==> src/rtl/spi_frame_arbiter.sv <==
`timescale 1ns/1ps
// spi_frame_arbiter
// Shares one byte-level SPI shifter between NREQ requesters. Each granted
// requester gets one complete 8-byte frame: 7 payload bytes (byte 6 first)
// followed by a CRC-8 byte (poly 0x2F, seed 0xFF, MSB-first). The eight
// received bytes are checked with the same CRC and returned to the requester.
//
// Ports
//   clk, rst_b         : clock (rising edge), asynchronous active-low reset
//   req[NREQ]          : level request, held until the matching done bit
//   req_frame[56*NREQ] : payload of requester r at [56r +: 56]
//   gnt[NREQ]          : one-hot grant, frame start through the done cycle
//   done[NREQ]         : one-cycle end-of-frame pulse to the granted requester
//   rx_frame[64]       : received bytes, first byte at [63:56], CRC at [7:0]
//   crc_err            : final RX CRC was non-zero (valid with done)
//   frame_cnt[16]      : completed frames, wrapping
//   cs_b               : SPI chip select, active low
//   sh_start, sh_tx    : byte start strobe and byte to shift
//   sh_done, sh_rx     : byte complete strobe and received byte
//   fsm_state[3]       : current controller state, for observation
//
// Shifter handshake: sh_start is a single-cycle strobe issued only from SEND;
// sh_tx is held constant from that strobe until the matching sh_done. The
// shifter answers with exactly one single-cycle sh_done carrying sh_rx. There
// is never more than one byte outstanding, and sh_done seen in any state
// other than WAIT is ignored.
module spi_frame_arbiter #(
  parameter int NREQ     = 2,
  parameter int CS_SETUP = 4,
  parameter int CS_HOLD  = 4
) (
  input  logic                 clk,
  input  logic                 rst_b,
  input  logic [NREQ-1:0]      req,
  input  logic [56*NREQ-1:0]   req_frame,
  output logic [NREQ-1:0]      gnt,
  output logic [NREQ-1:0]      done,
  output logic [63:0]          rx_frame,
  output logic                 crc_err,
  output logic [15:0]          frame_cnt,
  output logic                 cs_b,
  output logic                 sh_start,
  output logic [7:0]           sh_tx,
  input  logic                 sh_done,
  input  logic [7:0]           sh_rx,
  output logic [2:0]           fsm_state
);

  localparam int PW = (NREQ > 1) ? $clog2(NREQ) : 1;
  localparam logic [NREQ-1:0] ONE = NREQ'(1);

  typedef enum logic [2:0] {
    S_IDLE  = 3'd0,
    S_SETUP = 3'd1,
    S_SEND  = 3'd2,
    S_WAIT  = 3'd3,
    S_HOLD  = 3'd4,
    S_DONE  = 3'd5
  } state_t;

  state_t        state, state_nxt;
  logic [PW-1:0] ptr, cur, pick;
  logic          pick_vld;
  logic [55:0]   pick_frame;
  logic [15:0]   tcnt;
  logic [2:0]    byte_idx;
  logic [55:0]   tx_shift;
  logic [63:0]   rx_shift;
  logic [7:0]    tx_crc, rx_crc;

  function automatic logic [7:0] crc8_byte(input logic [7:0] crc, input logic [7:0] data);
    logic [7:0] c;
    c = crc ^ data;
    for (int i = 0; i < 8; i++) begin
      c = c[7] ? ((c << 1) ^ 8'h2F) : (c << 1);
    end
    return c;
  endfunction

  // Round-robin pick: walk from the highest offset down so the requester
  // closest to the pointer (in modular order) is the last one written.
  always_comb begin
    int cand;
    cand       = 0;
    pick       = ptr;
    pick_vld   = 1'b0;
    pick_frame = req_frame[55:0];
    for (int k = NREQ - 1; k >= 0; k--) begin
      cand = int'(ptr) + k;
      if (cand >= NREQ) cand = cand - NREQ;
      if (req[cand]) begin
        pick     = PW'(cand);
        pick_vld = 1'b1;
      end
    end
    for (int r = 0; r < NREQ; r++) begin
      if (pick == PW'(r)) pick_frame = req_frame[56*r +: 56];
    end
  end

  always_comb begin
    state_nxt = state;
    case (state)
      S_IDLE:  if (pick_vld) state_nxt = S_SETUP;
      S_SETUP: if (tcnt == 16'(CS_SETUP - 1)) state_nxt = S_SEND;
      S_SEND:  state_nxt = S_WAIT;
      S_WAIT:  if (sh_done) state_nxt = (byte_idx == 3'd7) ? S_HOLD : S_SEND;
      S_HOLD:  if (tcnt == 16'(CS_HOLD - 1)) state_nxt = S_DONE;
      S_DONE:  state_nxt = S_IDLE;
      default: state_nxt = S_IDLE;
    endcase
  end

  always_ff @(posedge clk or negedge rst_b) begin
    if (!rst_b) begin
      state     <= S_IDLE;
      ptr       <= '0;
      cur       <= '0;
      tcnt      <= '0;
      byte_idx  <= '0;
      tx_shift  <= '0;
      rx_shift  <= '0;
      tx_crc    <= 8'hFF;
      rx_crc    <= 8'hFF;
      rx_frame  <= '0;
      crc_err   <= 1'b0;
      frame_cnt <= '0;
      cs_b      <= 1'b1;
      sh_tx     <= '0;
    end else begin
      state <= state_nxt;
      case (state)
        S_IDLE: begin
          if (pick_vld) begin
            cur      <= pick;
            tx_shift <= pick_frame;
            sh_tx    <= pick_frame[55:48];
            tx_crc   <= 8'hFF;
            rx_crc   <= 8'hFF;
            byte_idx <= '0;
            tcnt     <= '0;
            cs_b     <= 1'b0;
          end
        end
        S_SETUP: tcnt <= tcnt + 16'd1;
        S_SEND: begin
          // The CRC byte itself is not folded into the TX CRC.
          if (byte_idx != 3'd7) tx_crc <= crc8_byte(tx_crc, sh_tx);
        end
        S_WAIT: begin
          if (sh_done) begin
            rx_shift <= {rx_shift[55:0], sh_rx};
            rx_crc   <= crc8_byte(rx_crc, sh_rx);
            byte_idx <= byte_idx + 3'd1;
            tcnt     <= '0;
            tx_shift <= {tx_shift[47:0], 8'h00};
            // After payload byte 6 goes out, tx_crc already covers all seven.
            if (byte_idx == 3'd6)      sh_tx <= tx_crc;
            else if (byte_idx != 3'd7) sh_tx <= tx_shift[47:40];
          end
        end
        S_HOLD: begin
          tcnt <= tcnt + 16'd1;
          if (state_nxt == S_DONE) begin
            // Results and count are updated here so they are valid with done.
            rx_frame  <= rx_shift;
            crc_err   <= (rx_crc != 8'h00);
            frame_cnt <= frame_cnt + 16'd1;
            cs_b      <= 1'b1;
          end
        end
        S_DONE: ptr <= (int'(cur) == NREQ - 1) ? '0 : cur + 1'b1;
        default: ;
      endcase
    end
  end

  assign gnt       = (state != S_IDLE) ? (ONE << cur) : '0;
  assign done      = (state == S_DONE) ? (ONE << cur) : '0;
  assign sh_start  = (state == S_SEND);
  assign fsm_state = 3'(state);

endmodule

==> config.mk <==
export PLATFORM = sky130hd
export DESIGN_NAME = spi_frame_arbiter
export DESIGN_NICKNAME = d
export VERILOG_FILES = /design/src/rtl/spi_frame_arbiter.sv
export SDC_FILE = /design/constraint.sdc
export NUM_CORES = 1
export LEC_CHECK = 0
export CAP_MARGIN = 20
export CORE_AREA = 8 8 165 167
export DETAILED_ROUTE_END_ITERATION = 12
export DIE_AREA = 0 0 173 175
export GPL_TIMING_DRIVEN = 0
export PLACE_DENSITY = 0.7
export SETUP_SLACK_MARGIN = 0.05
export SLEW_MARGIN = 20
export SYNTH_ARGS = -nofsm -noshare
export SYNTH_HDL_FRONTEND = slang
export SYNTH_SLANG_ARGS = --single-unit
==> constraint.sdc <==
create_clock -name clk -period 3.2 [get_ports clk]
set_input_delay 0.32 -clock clk [delete_from_list [all_inputs] [get_ports clk]]
set_output_delay 0.32 -clock clk [all_outputs]
set_load 0.03 [all_outputs]
[Word-level counts from Yosys, hierarchy flattened]
Cells that the tools add are included.
Storage, ports and cells
  flip-flop bits (word level): 242
  output and inout port bits: 98
Operators by class
  add/sub/neg operators: 7
  order comparisons: 4
  equality and inequality tests: 15
  shift operators: 1
  muxes and demuxes: 60
  bitwise operators: 18
  reductions and logical operators: 16
Operators with widths (count)
  $mux 48: 2
  $mux 6: 16
  $pmux 48 s2: 1
  $not 5->5: 16
  $lt 32x3->1 const B: 2
  $mux 32: 2
  $mux 56: 1
  $mux 8: 7
  $pmux 16 s3: 1
  $pmux 8 s2: 3
  $add 16x1->16 const B: 2
  $mux 16: 2
  $mux 3: 7
  $eq 16x2->1 const B: 1
  $xor 8x8->8: 2
  $eq 3x3->1 const B: 5
  $pmux 3 s5: 1
  $mux 1: 13
  $reduce_and 3->1: 4
  $reduce_bool 8->1: 1
  $eq 3x2->1 const B: 2
  $ne 2x2->1 const B: 3
  $ne 3x3->1 const B: 2
  $pmux 3 s2: 1
  other kinds (18): 24

[Depth between registers and ports, before layout]
  depth in word-level cells: 19
  gate-level depth with buffers: 9

[Least setup slack after synthesis]
OpenSTA, ideal clock, no wires.
  path type: register to register
  start: reg tcnt[0]
  end: reg rx_frame[16]
  library setup time: 0.125 ns
  arrival time: 2.006 ns
  setup slack: 1.069 ns
  stages on the path, launching flop included: 9
  buffers on the path: 3
  cells stage by stage: dfrtp_1 ha_1 nor4b_1 and4_1 and3_1 clkbuf_1 buf_2 buf_2 mux2_2
On the way
  cells in the longest elaborated chain, start to end: 5
  elaborated cells between the ends (all ways): 6
  those cells by class: eq/ne: 2; mux: 3; reduce/logical: 1
Ends and longest elaborated chain
  start, declared: line 65  | logic [15:0] tcnt;
  start signal, assigned: line 145  | S_SETUP: tcnt <= tcnt + 16'd1;
  start signal, assigned: line 163  | tcnt <= tcnt + 16'd1;
  $eq 16x2->1 *: line 105, 108
  $mux 3 (on tied branches): line 108, 105
  $pmux 3 s5 *: line 103  | case (state)
  $eq 3x3->1 *: line 164  | if (state_nxt == S_DONE) begin
  $reduce_and 2->1 (no line) *
  end signal, assigned: line 166  | rx_frame <= rx_shift;
  end, declared: line 38  | output logic [63:0] rx_frame,
Mark *: on every way between the ends. The rest lies on a longest branch, timed or not.
A chain may end at the register's enable or synchronous reset.

[Worst setup path after layout]
  start: reg state[0] (netlist: fsm_state[0])
  end: out done[0]
On the way
  cells in the longest elaborated chain, start to end: 2
Ends and longest elaborated chain
  start, declared: line 61  | state_t state, state_nxt;
  start signal, assigned: line 131  | state <= state_nxt;
  $eq 3x3->1: line 179  | assign done = (state == S_DONE) ? (ONE << cur) : '0;
  $mux 2: line 179
  end, declared: line 37  | output logic [NREQ-1:0] done,
Every way passes these cells.

==> flow_summary.ini <==
[power]
switching_share_pct = 35.9
totalPowerFinal_mw = 12.9
p_switching_mw = 4.61
powerDensity_mw_per_mm2 = 881
seqPwrFrac_pct = 36.0
vdd_ir_drop_max_v = 0.000546
power.static_leakage_nw = 6.90
intPower_mw = 8.24
p_comb_share_pct = 38.2
p_clk_share_pct = 25.7

[timing]
worstMarginPinSlew_ns = 1.03
whs_ns = 0.381
setup_viol = 0
slew_headroom_pct = 30.7
finalClockSkew_ns = 0.0109
fin_crit_ns = 2.96
clock.fmax_ghz = 0.338
layout_worst_path_cycle_share_pct = 92.4
rsz0062_at_grt = no
setup_tns_ns = 0
fin_ws_ns = 0.242
maxSlewViolCount = 0
hold_viol = 0

[setup_path]
crit_path_end_kind = primary output
cp_common_cell = nor2_1
crit_path_max_incr_delay_ns = 0.72
path_buf_inv = 3
crit_path_max_fanout = 10
cpLargestDelayFamily = buffers and inverters
crit_chain = clkbuf_2, inv_1, nor2_1, nand2_1, nor2_1, clkdlybuf4s50_1
crit_required_ns = 2.88
worstPathArrival_ns = 2.64
crit_slowest_cell = clkdlybuf4s50_1
start_kind = register
crit_type = register to primary output

[place]
gp_congestion = 0.865
dp_hpwl_um = 21400
port_buffers = 222
pre_cts_ws_ns = 0.418

[clock_network]
clk_path_buf_depth = 3
cts.clk_slew.worst_paths_ns = 0.06
clock-root-buffer = clkbuf_16
cts.sinks = 242
clock_latency_ns = 0.54
cts_tree = yes
htreeDepth = 1
cts_made_buffers = 27

[detailed_routing]
drtAntennaViolNets = 0
drt_wl_total_um = 29100
drt-initial-drc-count = 548
avgViaCountPerCell = 5.23
dr.pass1.iters = 5
post_drt_wl_per_cell_um = 17.9
dr_total_vias = 8501
drc = 0

[global_route]
grt_pass1_wl_um = 47300
antenna_found_initial = 0
gr-usage-all-layers_pct = 18.8
grt_pass1_vias = 8712
grt_max_degree = 97
grt_overflow = 0

[floorplan]
initial_core_util_pct = 44.2
ios = 223
die-area_mm2 = 0.0303
die_y_um = 175
die_w_um = 173
core-area_mm2 = 0.0247
row_count = 58

[logic_synthesis]
yosysWarnings = 0
ys_types = 45
ys.flop_type = dfrtp_1
synth.ff_latch_count = 242
synth_cells = 1021
ys_seq_area_share_pct = 55.7
avgSynthCellArea_um2 = 10.7
synth_edf_count = 0
synthArstFlopShare_pct = 100
syn_area_mm2 = 0.0109
synth_nets = 1151

[cells_and_area]
nFillCells = 2170
drive_above_1_share_pct = 12.0
antenna_cells = 0
finalNetCount = 1405
area_growth_pct = 33.6

[job]
drv_cap = 0

[hold_path]
hold_class = primary input to async pin

[run_status]
status = complete, no violations
[worst paths after layout]
check | depth (start not counted) | start | end | slack [ns]
setup / recovery | 6 | fsm_state[0] | done[0] | 0.24
hold / removal | 2 | rst_b | tx_shift[19] | 0.38
setup reg to reg | 8 | tcnt[0] | rx_frame[47] | 0.45
hold reg to reg | 1 | frame_cnt[15] | frame_cnt[15] | 0.47
max in group asynchronous | 3 | rst_b | rx_crc[1] | 1.94
min in group clk | 3 | sh_rx[3] | rx_shift[3] | 0.39
[per-stage QoR]
step	util, %	instance area [um2]	cells
2_1_floorplan	-	10900	1021
3_3_place_gp	54.9	13600	1573
3_5_place_dp	55.2	13600	1575
4_1_cts	59.1	14600	1626
5_1_grt	59.1	14600	1626
6_report	59.1	14600	1626
[routing by layer]
metal	GRT usage (%)	vias up	part of all wire, %
li1	-	4022	-
met1	24.7	4222	44
met2	32.1	219	50
met3	3.15	38	4.6
met4	4.67	0	1.6
met5	0	-	0
[power groups by stage]
stage | Clock [mW] | Sequential, mW | Combinational (mW)
floorplan | 0 | 4.54 | 3.60
global placement | 0 | 4.64 | 4.80
detailed placement | 0 | 4.66 | 4.93
CTS | 3.37 | 4.62 | 4.95
global route | 3.50 | 4.74 | 5.43
finish | 3.31 | 4.63 | 4.91
[layout make-up]
| type | count | area, um2 | share of cell area, % |
|---|---|---|---|
| Tap cell | 330 | 413 | 2.83 |
| Clock inverter | 12 | 209 | 1.43 |
| Sequential cell | 242 | 6080 | 41.7 |
| Clock buffer | 38 | 747 | 5.12 |
| Buffer | 53 | 215 | 1.48 |
| Inverter | 8 | 30.0 | 0.206 |
| Timing Repair Buffer | 225 | 2290 | 15.7 |
| Multi-Input combinational cell | 718 | 4600 | 31.5 |
[synth_stat cells, types with 2 or more instances]
cell type / n / area share (%)
mux2_2: 73 / 7.5
or2_2: 2 / 0.11
a22oi_1: 41 / 2.8
inv_1: 8 / 0.28
dfrtp_1: 225 / 52
mux2i_1: 49 / 4.5
nor4_1: 4 / 0.23
ha_1: 5 / 0.57
buf_2: 11 / 0.50
xor2_1: 32 / 2.6
dfstp_2: 17 / 4.1
clkbuf_1: 38 / 1.3
xnor3_1: 3 / 0.62
buf_1: 4 / 0.14
xnor2_1: 41 / 3.3
o21ai_0: 58 / 2.7
and4_1: 5 / 0.40
nor3_1: 6 / 0.28
nor2_1: 50 / 1.7
xnor3_2: 2 / 0.44
a21oi_1: 29 / 1.3
nand2b_1: 3 / 0.17
a21o_1: 2 / 0.14
a31oi_1: 3 / 0.17
nand3_1: 18 / 0.83
or3_1: 3 / 0.17
nand4_1: 8 / 0.46
nor2b_1: 3 / 0.17
o22a_1: 2 / 0.16
a221oi_1: 2 / 0.16
a211oi_1: 3 / 0.21
nand2_1: 243 / 8.4
a32oi_1: 8 / 0.64
and3_1: 7 / 0.40
and2_1: 3 / 0.17
[placed cells by master, fill, tap and decap left out, types with 27 or more instances in the layout]
cell             synthesis  layout
a22oi_1                 41      41
nor2_1                  50      50
mux2i_1                 49      49
clkbuf_1                38      45
mux2_2                  73      73
xnor2_1                 41      41
xor2_1                  32      32
nand2_1                243     243
o21ai_0                 58      58
clkdlybuf4s50_1          0     221
clkbuf_16                0      27
dfrtp_1                225     225
a21oi_1                 29      29
[repair_timing]
item / 4_1_cts / 5_1_grt
hold buffers: 1 / 0
endpoints found under the hold margin: 55 / 0
gates resized for setup: 0 / 3
endpoints found under the setup margin: 0 / 2
setup buffers: 0 / 0
[cells by family after synthesis]
logic type      share of synthesized area [%]
fa+ha+maj                               0.573
buf+inv                                  2.22
xor+xnor                                 7.06
compound gates                           8.76
simple gates                             13.7
flops                                    55.7
mux                                      12.0
[sequential cells by signal, indices dropped and copies added (netlist names)]
| signal | count |
|---|---|
| byte_idx | 3 |
| crc_err | 1 |
| cs_b | 1 |
| cur | 1 |
| frame_cnt | 16 |
| fsm_state | 3 |
| ptr | 1 |
| rx_crc | 8 |
| rx_frame | 64 |
| rx_shift | 64 |
| sh_tx | 8 |
| tcnt | 16 |
| tx_crc | 8 |
| tx_shift | 48 |
(Power assumes the default switching activity.)
